===== src/rtl/ov7670_stream_gen.sv =====
// ov7670_stream_gen: OV7670-style camera timing and test-pattern source.
// Produces VSYNC/HREF framing plus RGB565 pixel bytes (two clocks per pixel),
// running frames back-to-back while run is held high.
module ov7670_stream_gen #(
    parameter int WIDTH        = 640,
    parameter int HEIGHT       = 480,
    parameter int HBLANK       = 144,
    parameter int VSYNC_LINES  = 3,
    parameter int VBACK_LINES  = 17,
    parameter int VFRONT_LINES = 10
) (
    input  logic        clk,
    input  logic        rst,
    input  logic        run,
    input  logic [1:0]  mode,
    input  logic [11:0] solid,
    output logic        vsync,
    output logic        href,
    output logic [7:0]  dout,
    output logic        frame_start,
    output logic        frame_done,
    output logic [7:0]  frame_cnt
);

    localparam int LINE_LEN = 2 * WIDTH + HBLANK;

    localparam logic [15:0] LAST_COL     = 16'(LINE_LEN - 1);
    localparam logic [15:0] ACTIVE_COLS  = 16'(2 * WIDTH);
    localparam logic [15:0] LAST_VSYNC   = 16'(VSYNC_LINES - 1);
    localparam logic [15:0] LAST_VBACK   = 16'(VBACK_LINES - 1);
    localparam logic [15:0] LAST_ACTIVE  = 16'(HEIGHT - 1);
    localparam logic [15:0] LAST_VFRONT  = 16'(VFRONT_LINES - 1);

    typedef enum logic [2:0] {
        IDLE,
        VSYNC,
        VBACK,
        ACTIVE,
        VFRONT
    } state_t;

    state_t      state;
    state_t      state_nxt;
    logic [15:0] col;
    logic [15:0] col_nxt;
    logic [15:0] row;
    logic [15:0] row_nxt;
    logic [15:0] last_row;

    logic [1:0]  mode_q;
    logic [11:0] solid_q;

    logic        enter_vsync;
    logic        done_nxt;
    logic        href_nxt;
    logic [7:0]  dout_nxt;
    logic [14:0] pix_x;
    logic [2:0]  bar;
    logic [11:0] colour;
    logic [4:0]  r5;
    logic [5:0]  g6;
    logic [4:0]  b5;

    // State, column and line counters; the counters restart in every region.
    always_ff @(posedge clk) begin
        if (rst) begin
            state <= IDLE;
            col   <= '0;
            row   <= '0;
        end else begin
            state <= state_nxt;
            col   <= col_nxt;
            row   <= row_nxt;
        end
    end

    // Next-state logic: walk each region line by line, stop only at a frame boundary.
    always_comb begin
        state_nxt = state;
        col_nxt   = col;
        row_nxt   = row;
        last_row  = '0;
        unique case (state)
            VSYNC:   last_row = LAST_VSYNC;
            VBACK:   last_row = LAST_VBACK;
            ACTIVE:  last_row = LAST_ACTIVE;
            VFRONT:  last_row = LAST_VFRONT;
            default: last_row = '0;
        endcase
        if (state == IDLE) begin
            col_nxt = '0;
            row_nxt = '0;
            if (run) begin
                state_nxt = VSYNC;
            end
        end else if (col == LAST_COL) begin
            col_nxt = '0;
            if (row == last_row) begin
                row_nxt = '0;
                unique case (state)
                    VSYNC:   state_nxt = VBACK;
                    VBACK:   state_nxt = ACTIVE;
                    ACTIVE:  state_nxt = VFRONT;
                    VFRONT:  state_nxt = run ? VSYNC : IDLE;
                    default: state_nxt = IDLE;
                endcase
            end else begin
                row_nxt = row + 16'd1;
            end
        end else begin
            col_nxt = col + 16'd1;
        end
    end

    // Pixel pipeline: derive the byte for the upcoming cycle from the next counter values.
    always_comb begin
        enter_vsync = (state_nxt == VSYNC) && (state != VSYNC);
        done_nxt    = (state_nxt == VFRONT) && (col_nxt == LAST_COL) && (row_nxt == LAST_VFRONT);
        href_nxt    = (state_nxt == ACTIVE) && (col_nxt < ACTIVE_COLS);
        pix_x       = col_nxt[15:1];
        bar         = 3'((int'(pix_x) * 8) / WIDTH);
        colour      = 12'h000;
        unique case (mode_q)
            2'd0: begin
                unique case (bar)
                    3'd0:    colour = 12'hFFF;
                    3'd1:    colour = 12'hFF0;
                    3'd2:    colour = 12'h0FF;
                    3'd3:    colour = 12'h0F0;
                    3'd4:    colour = 12'hF0F;
                    3'd5:    colour = 12'hF00;
                    3'd6:    colour = 12'h00F;
                    default: colour = 12'h000;
                endcase
            end
            2'd1:    colour = {pix_x[3:0], row_nxt[3:0], frame_cnt[3:0]};
            2'd2:    colour = solid_q;
            default: colour = (pix_x[3] ^ row_nxt[3]) ? 12'hFFF : 12'h000;
        endcase
        r5 = {colour[11:8], colour[11]};
        g6 = {colour[7:4], colour[7:6]};
        b5 = {colour[3:0], colour[3]};
        dout_nxt = 8'h00;
        if (href_nxt) begin
            dout_nxt = col_nxt[0] ? {g6[2:0], b5} : {r5, g6[5:3]};
        end
    end

    // Registered outputs, frame counter and per-frame latch of mode/solid.
    always_ff @(posedge clk) begin
        if (rst) begin
            vsync       <= 1'b0;
            href        <= 1'b0;
            dout        <= 8'h00;
            frame_start <= 1'b0;
            frame_done  <= 1'b0;
            frame_cnt   <= 8'h00;
            mode_q      <= 2'd0;
            solid_q     <= 12'h000;
        end else begin
            vsync       <= (state_nxt == VSYNC);
            href        <= href_nxt;
            dout        <= dout_nxt;
            frame_start <= enter_vsync;
            frame_done  <= done_nxt;
            if (done_nxt) begin
                frame_cnt <= frame_cnt + 8'd1;
            end
            if (enter_vsync) begin
                mode_q  <= mode;
                solid_q <= solid;
            end
        end
    end

endmodule


===== config.mk =====
export PLATFORM = sky130hd
export DESIGN_NAME = ov7670_stream_gen
export DESIGN_NICKNAME = d
export VERILOG_FILES = /design/src/rtl/ov7670_stream_gen.sv
export SDC_FILE = /design/constraint.sdc
export NUM_CORES = 1
export LEC_CHECK = 0
export ABC_AREA = 1
export CAP_MARGIN = 20
export CORE_UTILIZATION = 49
export CTS_CLUSTER_SIZE = 10
export DETAILED_ROUTE_END_ITERATION = 6
export GPL_ROUTABILITY_DRIVEN = 0
export PLACE_DENSITY_LB_ADDON = 0.2
export SLEW_MARGIN = 5
export SYNTH_ARGS = -nofsm -noshare
export SYNTH_HDL_FRONTEND = slang
export SYNTH_SLANG_ARGS = --single-unit

===== constraint.sdc =====
create_clock -name clk -period 8.65 [get_ports clk]
set_clock_uncertainty 0.05 [all_clocks]
set_input_delay 1.2975 -clock clk [delete_from_list [all_inputs] [get_ports clk]]
set_output_delay 1.2975 -clock clk [all_outputs]
set_load 0.01 [all_outputs]

# After elaboration in Yosys (flattened, before gate mapping)
# Cells that the tools add are included.
# word_totals
regBits	69
latch_bits	0
mem_bits_rw	0
mem_bits_ro	0
wordCells	62
memories	0
# classes
n_addsub	3
n_mul	0
div	1
order_cmp	1
n_eq_ne	20
n_shift	0
muxes	16
bitwise_logic	2
n_reduce_logical	8
# ops
operator	n
12-bit one-hot mux with 7 select lines	1
16-bit two-way mux	5
12-bit one-hot mux with 3 select lines	1
9-bit one-hot mux with 4 select lines	1
16-bit by 1-bit adder with 16-bit output (second input constant)	2
19-bit by 11-bit divider with 32-bit output (second input constant)	1
16-bit by 11-bit equality test with 1-bit output (second input constant)	2
16-bit equality test	1
16-bit by 4-bit equality test with 1-bit output (second input constant)	1
16-bit by 11-bit < comparator with 1-bit output (second input constant)	1
3-bit by 2-bit equality test with 1-bit output (second input constant)	5
3-bit equality test (second input constant)	5
12-bit two-way mux	1
3-bit two-way mux	4
3-bit one-hot mux with 4 select lines	1
3-bit by 1-bit equality test with 1-bit output (second input constant)	3
8-bit by 1-bit adder with 8-bit output (second input constant)	1
8-bit two-way mux	1
3-bit logical NOT	2
1-bit logical AND	4
3-bit by 1-bit != test with 1-bit output (second input constant)	1
2-bit by 1-bit equality test with 1-bit output (second input constant)	1
2-bit equality test (second input constant)	1
2-bit logical NOT	1
other kinds (4)	4

# Logic depth before layout (Yosys ltp)
# logic_depth
word_depth	10
depth_mapped	47
ltp_nobuf	47

# Least setup slack after synthesis
# No wires, ideal clock.
# synth_path
path_type	reg2reg
startpoint	reg col[0]
endpoint	reg dout[1]
setup_time_ps	71
t_arrival_ps	3651
t_required_ps	8529
path_slack_ps	4879
stages_incl_launch_ff	43
n_path_buf	0
synth_period_minus_slack_ps	3771
cell_sequence	dfxtp_1 ha_1 nand2_2 nor2_4 inv_2 nor2_4 nand2_4 nand2_4 nor2_4 nand2_4 inv_4 o21bai_4 nand2_2 nand2_2 nand2_4 nand2_2 nand2_1 nand2_2 [7 not listed] nand3_2 nand2_4 nand3_1 nand2_2 inv_2 nand2_2 nand2_2 nand2_1 nand3_2 nand2_2 nand2_2 nand2_1 nand2_1 nor2_2 nand3_2 nand2_1 nand2_1 a21oi_1
# synth_between
elab_chain_len	8
word_cells_on_any_way	26
classes_between	add/sub: 1; div: 1; order compare: 1; eq/ne: 8; mux: 10; bitwise: 2; reduce/logical: 3
# synth_rtl
item	line_no	text
start, declared	44	logic [15:0] col;
start signal, assigned	72	col <= col_nxt;
16-bit by 1-bit adder with 16-bit output or 16-bit by 11-bit equality test with 1-bit output (tied branches)	111, 96	
16-bit two-way mux	96	end else if (col == LAST_COL) begin
16-bit two-way mux	90	if (state == IDLE) begin
19-bit by 11-bit divider with 32-bit output	121	bar = 3'((int'(pix_x) * 8) / WIDTH);
3-bit equality test (tied with other cells)	125	unique case (bar)
12-bit one-hot mux with 7 select lines	125	
12-bit one-hot mux with 3 select lines	123	unique case (mode_q)
8-bit two-way mux	145	dout_nxt = col_nxt[0] ? {g6[2:0], b5} : {r5, g6[5:3]};
end signal, assigned	163	dout <= dout_nxt;
end, declared	19	output logic [7:0] dout,
# Several ways; a longest one is shown, not always the timed one.
# A chain may end at the register's enable or synchronous reset.

# Worst setup path after layout
# layout_path
startpoint	reg state[0]
endpoint	reg dout[1]
# layout_between
elab_chain_len	10
word_cells_on_any_way	34
classes_between	div: 1; order compare: 1; eq/ne: 12; mux: 14; bitwise: 2; reduce/logical: 4
# layout_rtl
item	line_no	text
start, declared	42	state_t state;
start signal, assigned	71	state <= state_nxt;
parallel branches: the longest is 10 deep, another holds 19-bit by 11-bit divider with 32-bit output	--	
# Parallel ways; which one is timed is not known.

==> reports/metrics.csv <==
metric,value,unit
Hold Buf Count CTS,0,
"Seq/Total Area, Yosys",32.59,%
CP max-delay cell,nand2_1,
# rows,33,
GRT Util Overall,24.79,%
final core utilization,59.51,%
CP Buf/Inv Count,1,
Mapped Area,0.004239,mm²
Max-Cap Viols,0,
fill cell count,807,
DIE AREA,0.009027,mm²
H-tree depth,3,
Placed Area,0.004705,mm²
period utilisation layout,50.67,%
ratio of cells with drive above 1 in the final layout,12.27,%
first-pass GRT wire length,17660,µm
vias in the first global route,4113,
CP most frequent cell,nand2_2,
die height,95.01,µm
Synth Area per Inst,6.522,µm²
detailed placement HPWL,7994,µm
Pleak,0.002135,µW
RSZ-0062 raised after global routing,false,
crit-path max cell delay,0.51,ns
Die Wd,95.01,µm
Seq cells post-synth,69,
clock root buffer,clkbuf_8,
syn nets,670,
Post-CTS Resized,0,
Avg WL per Cell,13.06,µm
largest net degree at the start of global routing,42,
Buffers on Ports,36,
# setup viols final,0,
Final Hold Vio Count,0,
"Data required, critical path",8.88,ns
f_max,228.2,MHz
CTS tree,yes,
Num CTS Buffers,9,
initial antenna violation count,0,
CP top delay family,simple AND/OR/NAND/NOR gates,
first-iteration detailed-routing DRC count,264,
clock sink count,69,
M1 WL,4745,µm
Max VDD drop,0.0001108,V
Worst setup EP type,register,
total gr overflow,0,
met2 wire length,5083,µm
initial core utilization,51.08,%
vias per std cell,5.382,
DRT antenna net count,0,
First-pass DRT Iterations,5,
outcome,"finished, final reports clean",
"Reg clk slew, reported paths",0.07,ns
setup bufs post-CTS,0,
Worst Tran Pin Value,0.6947,ns
pwr dens,147.8,mW/mm²
clk buf depth,2,
"Distinct cells, synth",38,
top sig layer,met4,
worst skew pair latency,0.35,ns
"Arr. time, crit path",4.61,ns
YS warnings,0,
Overall Power,730.0,µW
area of the core,0.008299,mm²
Synth Instances,650,
Syn-to-layout area delta,16.50,%
relative slew slack,53.51,%
Hold Path Class,register to register,
final net count,708,
Top Ports,37,
crit start category,register,
Setup CP Type,register to register,
FF-to-FF setup slack,4.27,ns
DR vias,4295,
ANT cells,0,
cell area after layout,0.004938,mm²
drt drc,0,
setup TNS,0,ns
routed wire length,10420,µm
CP max FO,16,
max-slew violation count,0,
minimum clock period,4.383,ns
met3 wire length,375,µm
## per-layer routing
layer  up-vias  track usage [%]
li1       2182                -
met3        19            3.589
met5         -                0
met4         0            10.98
met2       113            43.65
met1      1981            29.84
## stage by stage
step           instances  hold WS, ns  setup slack, ns
2_1_floorplan        650       0.4053            4.879
3_3_place_gp         782       0.3921            4.516
3_5_place_dp         782       0.4061            4.335
4_1_cts              798       0.4220            4.306
5_1_grt              798       0.4483            3.770
6_report             798       0.4135            4.267
## cell families after synthesis
| logic type | Yosys count | share of synthesized area [%] |
|---|---|---|
| fa+ha+maj | 3 | 0.8856 |
| simple gates | 373 | 42.18 |
| compound gates | 79 | 11.22 |
| buf+inv | 110 | 9.829 |
| xor+xnor | 16 | 3.306 |
| flops | 69 | 32.59 |
## registers in the layout, summed over array words and instances, names as in the netlist
name         cells
state            3
href             1
row             16
mode_q           2
solid_q         12
vsync            1
frame_start      1
col             16
dout             8
frame_done       1
frame_cnt        8
## power by group
group          internal (µW)  switching, µW  total (µW)
registers                330           8.13         338
clock network            179            126         305
logic                   30.1           57.1        87.2
total                    539            191         730
## placed cells by master (no fill, tap or decap), types with 3 or more instances in the layout
master	count
a21oi_1	22
clkbuf_8	11
clkdlybuf4s50_1	36
dfxtp_1	69
ha_1	3
inv_1	84
inv_2	13
nand2_1	116
nand2_2	23
nand2_4	8
nand3_1	51
nand3_2	10
nand4_1	20
nor2_1	112
nor2_2	4
nor2_4	5
nor3_1	14
nor4_1	7
o2111ai_1	4
o211ai_1	3
o21ai_0	35
o21ai_1	3
xor2_1	14
## cell usage after synthesis
cell         n  share of area, %
a22oi_1      1              0.18
inv_1       84               7.4
o31ai_1      1              0.18
nor3_1      14               1.7
nor2_4       5               1.3
a31oi_1      1              0.15
a211oi_1     2              0.35
nand2_4      8               2.1
buf_1        2              0.18
xnor2_1      2              0.41
nand3b_1     1              0.18
nand2_1    116                10
o211ai_1     3              0.53
clkinv_2     1              0.12
nor3b_1      2              0.35
o21ai_1      3              0.35
nor2_1     112               9.9
o211ai_4     1              0.50
o21ai_0     35               4.1
nor2_2       4              0.59
a32o_1       1              0.24
inv_2       13               1.2
nand3_2     10               2.4
xor2_1      14               2.9
inv_4        1              0.15
o2111a_1     1              0.27
dfxtp_1     69                33
ha_1         3              0.89
o22ai_1      2              0.30
o21bai_1     1              0.18
clkbuf_1     9              0.80
o21bai_4     1              0.44
nand4_1     20               3.0
nand2_2     23               3.4
o2111ai_1    4              0.83
nand3_1     51               6.0
a21oi_1     22               2.6
nor4_1       7               1.0
## path summary, 6_finish.rpt
path | depth (start not counted) | startpoint | to
min | 1 | frame_cnt[7]$_SDFFE_PP0P_ | frame_cnt[7]$_SDFFE_PP0P_
max reg2reg | 38 | state[0]$_SDFF_PP0_ | dout[1]$_SDFF_PP0_
max | 38 | state[0]$_SDFF_PP0_ | dout[1]$_SDFF_PP0_
min reg2reg | 1 | frame_cnt[7]$_SDFFE_PP0P_ | frame_cnt[7]$_SDFFE_PP0P_
## area by class of cell
cell class	count	area [µm²]	area share (%)
Sequential cell	69	1381	27.97
Clock buffer	11	151.4	3.066
Multi-Input combinational cell	471	2441	49.43
Inverter	99	375.4	7.601
Clock inverter	5	82.58	1.672
Timing Repair Buffer	38	375.4	7.601
Tap cell	105	131.4	2.660
Note: power is estimated with default switching activity, not from simulation.
